**config.mk**
```make
export PLATFORM = sky130hd
export DESIGN_NAME = nibble_serial_add_ctrl
export DESIGN_NICKNAME = d
export VERILOG_FILES = /design/src/rtl/nibble_serial_add_ctrl.sv
export SDC_FILE = /design/constraint.sdc
export NUM_CORES = 1
export LEC_CHECK = 0
export BUFFER_PORTS_ARGS = -buffer_cell sky130_fd_sc_hd__buf_2
export CAP_MARGIN = 40
export CORE_UTILIZATION = 35
export DETAILED_ROUTE_END_ITERATION = 7
export PLACE_DENSITY_LB_ADDON = 0.2
export SLEW_MARGIN = 20
export SYNTH_ARGS = -nofsm -noshare
export SYNTH_HDL_FRONTEND = slang
export SYNTH_SLANG_ARGS = --single-unit
```
**constraint.sdc**
```tcl
create_clock -name clk -period 2.4 [get_ports clk]
set_input_delay 0.12 -clock clk [delete_from_list [all_inputs] [get_ports clk]]
set_output_delay 0.12 -clock clk [all_outputs]
set_load 0.03 [all_outputs]
```
**src/rtl/nibble_serial_add_ctrl.sv**
```systemverilog
// Nibble-serial adder controller: adds two W-bit operands plus a carry-in
// using one 4-bit addition per clock, LSB nibble first. A three-state FSM
// (IDLE/RUN/DONE) sequences the slices; S, C_out and ovf are registered and
// change only on the final RUN edge.
module nibble_serial_add_ctrl #(
    parameter int NIBBLES = 4
) (
    input  logic                   clk,
    input  logic                   rst_n,
    input  logic                   start,
    input  logic [4*NIBBLES-1:0]   A,
    input  logic [4*NIBBLES-1:0]   B,
    input  logic                   C_in,
    output logic                   busy,
    output logic                   done,
    output logic [4*NIBBLES-1:0]   S,
    output logic                   C_out,
    output logic                   ovf
);

    localparam int W     = 4 * NIBBLES;
    localparam int CNT_W = (NIBBLES > 1) ? $clog2(NIBBLES) : 1;
    localparam logic [CNT_W-1:0] LAST_CNT = CNT_W'(NIBBLES - 1);

    typedef enum logic [1:0] {
        IDLE = 2'd0,
        RUN  = 2'd1,
        DONE = 2'd2
    } state_t;

    state_t           state_q;
    logic [W-1:0]     a_q;
    logic [W-1:0]     b_q;
    logic [W-1:0]     res_q;
    logic             carry_q;
    logic [CNT_W-1:0] cnt_q;
    logic             busy_q;
    logic             done_q;
    logic [W-1:0]     s_q;
    logic             cout_q;
    logic             ovf_q;

    logic [CNT_W+1:0] shift_d;
    logic [W-1:0]     a_sh_d;
    logic [W-1:0]     b_sh_d;
    logic [4:0]       sum_d;
    logic [W-1:0]     res_d;
    logic             ovf_d;

    // 4-bit add with carry-in; bit 4 of the result is the nibble carry-out.
    function automatic logic [4:0] nib_add(input logic [3:0] x, input logic [3:0] y,
                                           input logic ci);
        return {1'b0, x} + {1'b0, y} + {4'b0000, ci};
    endfunction

    // Current slice arithmetic: select nibble cnt, add, and merge into the result.
    always_comb begin
        shift_d = {cnt_q, 2'b00};
        a_sh_d  = a_q >> shift_d;
        b_sh_d  = b_q >> shift_d;
        sum_d   = nib_add(a_sh_d[3:0], b_sh_d[3:0], carry_q);
        res_d   = (res_q & ~(W'(4'hF) << shift_d)) | (W'(sum_d[3:0]) << shift_d);
        // Overflow judged on the fully assembled result, so only meaningful on the last slice.
        ovf_d   = (a_q[W-1] == b_q[W-1]) && (res_d[W-1] != a_q[W-1]);
    end

    // Control FSM with registered outputs; reset clears every register.
    always_ff @(posedge clk or negedge rst_n) begin
        if (!rst_n) begin
            state_q <= IDLE;
            a_q     <= '0;
            b_q     <= '0;
            res_q   <= '0;
            carry_q <= 1'b0;
            cnt_q   <= '0;
            busy_q  <= 1'b0;
            done_q  <= 1'b0;
            s_q     <= '0;
            cout_q  <= 1'b0;
            ovf_q   <= 1'b0;
        end else begin
            case (state_q)
                IDLE: begin
                    if (start) begin
                        a_q     <= A;
                        b_q     <= B;
                        carry_q <= C_in;
                        cnt_q   <= '0;
                        res_q   <= '0;
                        busy_q  <= 1'b1;
                        state_q <= RUN;
                    end
                end
                RUN: begin
                    res_q   <= res_d;
                    carry_q <= sum_d[4];
                    if (cnt_q == LAST_CNT) begin
                        // Final slice: publish the result; the counter stays put so it never wraps.
                        s_q     <= res_d;
                        cout_q  <= sum_d[4];
                        ovf_q   <= ovf_d;
                        done_q  <= 1'b1;
                        state_q <= DONE;
                    end else begin
                        cnt_q <= cnt_q + 1'b1;
                    end
                end
                DONE: begin
                    // Start is ignored here; the next request is taken from IDLE.
                    done_q  <= 1'b0;
                    busy_q  <= 1'b0;
                    state_q <= IDLE;
                end
                default: begin
                    done_q  <= 1'b0;
                    busy_q  <= 1'b0;
                    state_q <= IDLE;
                end
            endcase
        end
    end

    assign busy  = busy_q;
    assign done  = done_q;
    assign S     = s_q;
    assign C_out = cout_q;
    assign ovf   = ovf_q;

endmodule

```
==> Word level (Yosys, flattened, before mapping) <==
Index checks and enable logic that the tools add are counted.
{ "totals": {"out_inout_bits": 20, "word_cells": 54, "ff_bits": 73, "in_bits": 36} }
{ "classes": {"bitwise_logic": 5, "n_shift": 4, "n_reduce_logical": 10, "eq_ne": 7, "add_sub_neg": 3, "mux": 14} }
{ "op_table": {"columns": ["operator", "count"], "rows": [
  ["one-hot mux 16 bit (2 select lines)", 1],
  ["right shift 16 x 4 -> 4 bit", 2],
  ["bitwise AND 16 bit", 1],
  ["two-way mux 16 bit", 1],
  ["inverter 16 bit", 1],
  ["OR 16 bit", 1],
  ["left shift 4 x 4 -> 16 bit", 1],
  ["left shift 4 x 4 -> 16 bit (first input constant)", 1],
  ["AND reduction 2 bit", 6],
  ["two-way mux 2 bit", 4],
  ["one-hot mux 2 bit (2 select lines)", 2],
  ["!= test 2 bit (second input constant)", 3],
  ["one-hot mux 1 bit (2 select lines)", 3],
  ["adder 4 x 4 -> 5 bit", 1],
  ["adder 5 x 1 -> 5 bit", 1],
  ["two-way mux 1 bit", 3],
  ["AND reduction 3 bit", 1],
  ["adder 2 x 1 -> 2 bit (second input constant)", 1],
  ["== test 2 x 1 -> 1 bit (second input constant)", 1],
  ["== test 2 bit (second input constant)", 1],
  ["logical NOT 2 bit", 1],
  ["inverter 1 bit", 2],
  ["nonzero test 2 bit", 1],
  ["== test 1 bit", 1],
  ["other kinds (2)", 2]
]} }

==> Depth between registers and ports, before layout <==
Gate-level depths: netlist of run 1.
{ "logic_depth": {"word_depth": 7, "ltp_mapped": 9, "mapped_depth_nobuf": 6} }

==> Worst setup path after synthesis of run 1 <==
OpenSTA, ideal clock, no wires.
{ "synth_path": {"path_kind": "flip-flop to flip-flop", "from": "register cnt_q[1]", "to": "register s_q[10], in the netlist S[10]", "n_path_buf": 2, "slack_ns": -0.270, "path_stages_with_launch": 9, "t_arrival_ns": 2.545, "required_ns": 2.274, "synth_period_minus_slack_ns": 2.670, "setup_ns": 0.126, "cell_sequence": "dfrtp_1 clkbuf_8 clkbuf_1 mux4_2 fa_1 fa_1 xor2_1 a221oi_1 nor2_1"} }
{ "synth_between": {"elab_chain_len": 5, "elab_cells_between_ends": 11, "cone_classes": "add/sub: 2; eq/ne: 1; shift: 4; bitwise: 3; reduce/logical: 1"} }
{ "synth_lines": {"columns": ["item", "line", "rtl"], "rows": [
  ["start: declaration", "36", "logic [CNT_W-1:0] cnt_q;"],
  ["start signal: assignment", "105", "cnt_q <= cnt_q + 1'b1;"],
  ["right shift 16 x 4 -> 4 bit (on tied branches)", "59, 60", null],
  ["adder 4 x 4 -> 5 bit", "53", "return {1'b0, x} + {1'b0, y} + {4'b0000, ci};"],
  ["adder 5 x 1 -> 5 bit", "53", null],
  ["left shift 4 x 4 -> 16 bit", "62", "res_d = (res_q & ~(W'(4'hF) << shift_d)) | (W'(sum_d[3:0]) << shift_d);"],
  ["OR 16 bit", "62", null],
  ["end signal: assignment", "99", "s_q <= res_d;"],
  ["end: declaration", "39", "logic [W-1:0] s_q;"]
]} }
Parallel ways exist; a longest one is shown, timed or not.
A chain may end at the register's enable or synchronous reset.

==> Worst setup path after layout of run 1 <==
{ "layout_path": {"from": "register cnt_q[0]", "to": "register s_q[6], in the netlist S[6]"} }
The elaborated chain is that of the path after synthesis.

==> results of run 1 <==
[final cells by class]
class / count / share of cell area [%]
clock buffer: 11 / 3.539
clock inverter: 5 / 2.486
tap: 108 / 3.159
inverter: 7 / 0.6142
multi-input combinational: 159 / 34.60
timing repair buffer: 97 / 15.21
sequential: 69 / 40.39
[logic make-up after synthesis]
logic type,Yosys count,share of synthesized area [%]
xor gates and xnor gates,1,0.2769
adders and majority gates,9,4.035
and+or+nand+nor,60,8.228
AOI/OAI and AO/OA,48,11.99
buffers and inverters,21,3.441
DFF,69,54.59
muxes,41,17.44
[worst max-delay path: cells and delay by family, from the launching register on]
kind | cells | cell delay, ns
flip-flops | 1 | 0.42
AO/OA/AOI/OAI | 1 | 0.27
multiplexers | 1 | 0.53
adder cells (fa/ha/maj) | 2 | 0.83
XOR/XNOR | 1 | 0.21
AND/OR/NAND/NOR | 1 | 0.06
[stage by stage]
stage                     setup slack, ns  utilization (%)  hold slack [ns]  cells
final                            -0.03068            49.05          0.01922    456
after global placement           -0.07678            41.89           0.1340    414
after global routing              -0.1395            49.05         0.001261    456
after CTS                        -0.04661            48.09        0.0002863    452
after floorplan                  -0.09234                -          -0.1756    249
after detailed placement          -0.1498            41.89           0.1355    414
[metal layers]
metal	global-route usage, %	wire length, µm	up-vias
li1	-	-	1096
met1	21.25	3197	1168
met2	27.25	3669	58
met3	4.892	315	7
met4	5.052	92	0
met5	0	0	-
[repair_timing]
action,in CTS,in global routing
setup endpoints to repair,21,21
buffers inserted,2,1
endpoints found under the hold margin,41,4
hold buffers,20,4
gates resized for setup,12,10
pin swaps,5,2
[sequential cells by signal (all words and copies together), names as in the netlist]
register	count
res_q	12
cnt_q	2
ovf	1
done	1
busy	1
C_out	1
state_q	2
a_q	16
b_q	16
S	16
carry_q	1
[placed cells by master (no fill, tap or decap), types with 2 or more instances in the layout]
master	count
a22o_1	15
mux4_2	8
inv_1	5
fa_2	2
nand2_1	19
nor2_2	2
dfrtp_1	68
a21o_1	5
dlygate4sd3_1	24
mux2_2	29
clkbuf_8	11
a21oi_1	2
o21ai_0	3
o22a_1	4
buf_4	18
nor2_1	24
bufinv_16	3
buf_2	55
mux2_1	4
a221oi_1	3
nand3_2	2
nand2b_1	3
ha_4	2
ha_1	5
a221oi_2	6
[worst paths after layout]
check                               from     end  slack (ns)  depth (start not counted)
worst max register to register  cnt_q[0]    S[6]       -0.03                          6
worst min register to register      done    done        0.48                          1
min in group asynchronous          rst_n    done        0.30                          2
max in group asynchronous          rst_n  b_q[3]        1.36                          3
worst max-delay path            cnt_q[0]    S[6]       -0.03                          6
worst min-delay path                A[1]  a_q[1]        0.02                          2
==> impl_results.md, run 1 <==
- Outcome: finished, violations left
- Violations in the final reports: setup timing
- Post-synthesis register bit count: slightly below 70
- Placed standard-cell area: 0.003654 mm²
- Critical path capture point type: flip-flop
- Number of placement rows: 34
- Clock tree skew after final layout: between 0.006 and 0.007 ns
- Effective utilization at floorplan: about 36%
- Post-route clock period utilization: 101.3%
- Cells along the critical path: mux4_2 -> fa_2 -> fa_2 -> xor2_4 -> a221oi_2 -> nor2_1
- Overall die width: 97.07 µm
- CP peak stage delay: ~0.53 ns
- Largest net degree at the start of global routing: 34
- Post-synthesis async set-or-reset flop share: 100.0%
- Max-cap violations: 0
- Number of global-route vias before repair: between 2,000 and 2,500
- Min Tclk post-route: 2.431 ns
- CTS H-tree lvls: 3
- CP arrival: 2.66 ns
- Crit start category: flip-flop
- TritonCTS clock tree: yes
- Part of the Yosys area used for sequential elements: a little over half
- Root buffer cell: clkbuf_8
- Fmax: slightly above 400 MHz
- Post-Route Setup TNS: -0.05286 ns
- Top cell type by total area after synthesis: dfrtp_1
- Post-synthesis average cell area: around 13 µm²
- Portion of synthesized cell area occupied by the leading cell type: a little over half
- Netlist Area Pre-Place: between 0.003 and 0.004 mm²
- CORE AREA: about 0.0087 mm²
- Number of distinct standard cells referenced by the synthesized netlist: 39
- Share of final-layout standard cells stronger than drive strength 1: between 40% and 50%
- Max Buffers Root-to-Sink: 2
- Per-cell routed wire length: roughly 16 µm
- Area delta synth->final: 35.25%
- Area of the die: about 0.0094 mm²
- Maximum fanout encountered on the critical timing path: 7
- Remaining global-route overflow: 0
- Fillers: approximately 800
- Number of synthesis warnings: 0
- Final Max Slew Viols: 0
- CP max-delay cell: mux4_2
- Cell with the most instances after synthesis: dfrtp_1
- Multi-input gate area: 0.001480 mm²
- Register area: about 0.0017 mm²
- Nets: 388
- Remaining antenna violation count after routing: 0
- Die Span Y: slightly below 100 µm
- Final hold violations: 0
- Number of CTS-inserted buffers: 9
- Number of port buffers: 55
- Most frequently used flop master after synthesis: dfrtp_1
- Total setup violations reported at the end of the flow: 2
- Total number of clock tree sinks: between 60 and 70
- Global-route wire length before repair: between 10,000 and 15,000 µm
- Pre-Repair DR Iteration Count: 4
- Number of I/O pins: 56
- # diodes: 0
- Remaining DRCs: 0
- Max-slew headroom at the worst pin: between 60% and 70%
- Most frequent cells after synthesis: 69 x dfrtp_1, 29 x mux2_2, 25 x nor2_1
- Cell count after synthesis: roughly 250
- Top cell by count, worst path: fa_2
- Setup CP Type: flip-flop to flip-flop
- Number of vias in the routed layout: 2,329
- Total half-perimeter wirelength after legalization and detailed placement: about 5000 µm
- Type of the most critical hold path: primary input to flip-flop
- RSZ-0062 raised after global routing: yes
- Syn_nets: between 200 and 300
- Number of synthesized flops with an enable pin: 0
- Initial antenna violation count: 0
- DR iter-0 viols: 104
- Global-route total usage across every layer: approximately 17%
- Total non-filler cell area in the finished layout: 0.004278 mm²
- Clock slew seen by the registers of the worst setup and hold paths: about 0.070 ns
- Biggest area contributors in the synthesized netlist: dfrtp_1 55%, mux2_2 10%, mux4_2 5.7%
- Drt total wl: 7275 µm
- Worst Tran Pin Value: 0.5515 ns
- Post-route worst setup slack: -0.03068 ns
- Source-to-sink clock delay at the later pin of the worst-skew pair: between 0.3 and 0.4 ns
- Gp weighted congestion: roughly 0.79
- Data required time at the worst endpoint: 2.63 ns
- Vias per cell: 5.107
Power of run 1 is left out: the tool's default activity adds up to more than one toggle a clock period on the data nets, which glitch-free logic cannot reach.
==> inputs of run 2 (changes only) <==
--- a/config.mk
+++ b/config.mk
@@ -7,7 +7,9 @@
 export LEC_CHECK = 0
 export BUFFER_PORTS_ARGS = -buffer_cell sky130_fd_sc_hd__buf_2
 export CAP_MARGIN = 40
-export CORE_UTILIZATION = 35
+export CELL_PAD_IN_SITES_DETAIL_PLACEMENT = 0
+export CELL_PAD_IN_SITES_GLOBAL_PLACEMENT = 2
+export CORE_UTILIZATION = 33
 export DETAILED_ROUTE_END_ITERATION = 7
 export PLACE_DENSITY_LB_ADDON = 0.2
 export SLEW_MARGIN = 20
==> run 2 against run 1 <==
Net effect:
- the run now ends clean
- via count decreased by 0.60%
- global-route usage increased by 0.21 points
- first-iteration DRC count decreased by 31%
- register-to-register slack improved by 0.06 ns
- non-clock buffer count increased by 10
- largest cell class unchanged
==> impl_results.md, run 2 (synthesis gave the netlist of run 1 again) <==
- Most frequent standard cell in the layout excluding fill and tap cells: dfrtp_1
- TritonCTS clock tree: yes
- # diodes: 0 (unchanged)
- Hold slack final: 0.03048 ns (+0.01126 ns)
- Critical path capture point type: flip-flop
- Remaining antenna violation count after routing: 0 (unchanged)
- Root buffer cell: clkbuf_8
- Remaining DRCs: 0 (unchanged)
- Number of placement rows: 35 (+2.9%)
- Number of CTS-inserted buffers: 9 (unchanged)
- Pre-Repair DR Iteration Count: 6 (+2)
- CTS H-tree lvls: 3 (unchanged)
- Area delta synth->final: 39.24%
- Max-slew headroom at the worst pin: 59.67% (-3.6 points)
- Clock tree skew after final layout: 0.01031 ns (+0.003533 ns)
- Final hold violations: 0 (unchanged)
- Total half-perimeter wirelength after legalization and detailed placement: 5276 µm (+3.7%)
- Share of final-layout standard cells stronger than drive strength 1: 42.74% (-1.5 points)
- Setup CP Type: flip-flop to flip-flop
- Commonest non-fill, non-tap cells in the layout: 68 x dfrtp_1, 55 x buf_2, 32 x dlygate4sd3_1, 29 x mux2_2, 25 x nor2_1
- Post-route worst setup slack: 0.02938 ns (+0.06006 ns)
- Min Tclk post-route: 2.371 ns (-0.06006 ns)
- Outcome: finished clean
- Source-to-sink clock delay at the later pin of the worst-skew pair: 0.35 ns (about the same)
- Largest net degree at the start of global routing: 46 (+35%)
- Overall die width: 99.90 µm (+2.9%)
- Area of the die: 0.009980 mm² (+5.9%)
- Total number of clock tree sinks: 69 (unchanged)
- Worst Tran Pin Value: 0.6049 ns (+0.05347 ns)
- Multi-input gate area: 0.001465 mm² (-1.0%)
- Data required time at the worst endpoint: 2.63 ns (about the same)
- Post-Place Worst Slack: -0.1624 ns (-0.01260 ns)
- Register area: 0.001728 mm² (unchanged)
- Crit start category: flip-flop
- Die Span Y: 99.90 µm (+2.9%)
- Total setup violations reported at the end of the flow: 0 (-2)
- Global-route wire length before repair: 12,540 µm (+3.1%)
- Gp weighted congestion: 0.7355 (-6.4%)
- CORE AREA: 0.009284 mm² (+6.5%)
- Clock slew seen by the registers of the worst setup and hold paths: 0.07 ns (about the same)
- Nets: 398 (+2.6%)
- Remaining global-route overflow: 0 (unchanged)
- Number of global-route vias before repair: 2,443 (+2.9%)
- Utilization after layout: 47.44% (-1.6 points)
- Post-route clock period utilization: 98.78% (-2.5 points)
- Per-cell routed wire length: 15.30 µm (-4.1%)
- RSZ-0062 raised after global routing: yes
- DR iter-0 viols: 72 (-31%)
- Number of port buffers: 55 (unchanged)
- Number of vias in the routed layout: 2,315 (-0.60%)
- Final Max Slew Viols: 0 (unchanged)
- Maximum fanout encountered on the critical timing path: 7 (unchanged)
- Post-Route Setup TNS: 0 ns (+0.05286 ns)
- Initial antenna violation count: 0 (unchanged)
- Max-cap violations: 0 (unchanged)
- Vias per cell: 4.754 (-6.9%)
- Effective utilization at floorplan: 34.07% (-2.2 points)
- Type of the most critical hold path: primary input to flip-flop
- Number of I/O pins: 56 (unchanged)
- CP arrival: 2.60 ns (-0.06 ns)
- Drt total wl: 7451 µm (+2.4%)
- Fillers: 918 (+15%)
- Max Buffers Root-to-Sink: 2 (unchanged)
- Fmax: 421.8 MHz (+2.5%)
- Global-route total usage across every layer: 16.83% (+0.21 points)
run 2: worst max-delay path, cell delays in order, from the launching register on:
cell and delay, ns:
dfrtp_2 0.42, mux4_2 0.54, fa_2 0.39, fa_2 0.40, xor2_4 0.21, a221oi_2 0.24, nor2_1 0.06
run 2: what timing repair did:
| item | 4_1_cts | 5_1_grt |
|---|---|---|
| pin swaps | 4 | 5 |
| endpoints found under the hold margin | 55 | 0 |
| setup endpoints to repair | 15 | 19 |
| resized for setup | 15 | 6 |
| hold buffers | 32 | 0 |
| buffers inserted | 1 | 0 |
run 2: routing by layer:
layer / vias to the layer above / GRT usage, % / share of wire [%]
met2: 47 / 28.86 / 50
met5: - / 0 / 0
met4: 0 / 6.674 / 1.4
met3: 10 / 3.691 / 3.1
met1: 1140 / 20.64 / 45
li1: 1118 / - / -
run 2: path summary, 6_finish.rpt:
path,start,to,slack [ns],cells past startpoint
max,cnt_q[0],S[6],0.03,6
min,A[12],a_q[12],0.03,2
min reg2reg,done,done,0.48,1
max reg2reg,cnt_q[0],S[6],0.03,6
max in group asynchronous,rst_n,a_q[7],1.42,3
min in group asynchronous,rst_n,done,0.32,2
run 2: metrics by stage:
step	std cells	area [µm²]
CTS	487	4365
global placement	439	3722
detailed placement	439	3722
finish	487	4404
global route	487	4404
floorplan	249	3223
run 2: cell type report:
| type | instances | share of cell area (%) |
|---|---|---|
| Clock buffer | 11 | 3.437 |
| Clock inverter | 5 | 2.415 |
| Inverter | 7 | 0.5966 |
| Multi-Input combinational cell | 159 | 33.27 |
| Sequential cell | 69 | 39.23 |
| Tap cell | 129 | 3.665 |
| Timing Repair Buffer | 107 | 17.39 |
Power of run 2 is left out for the same reason.
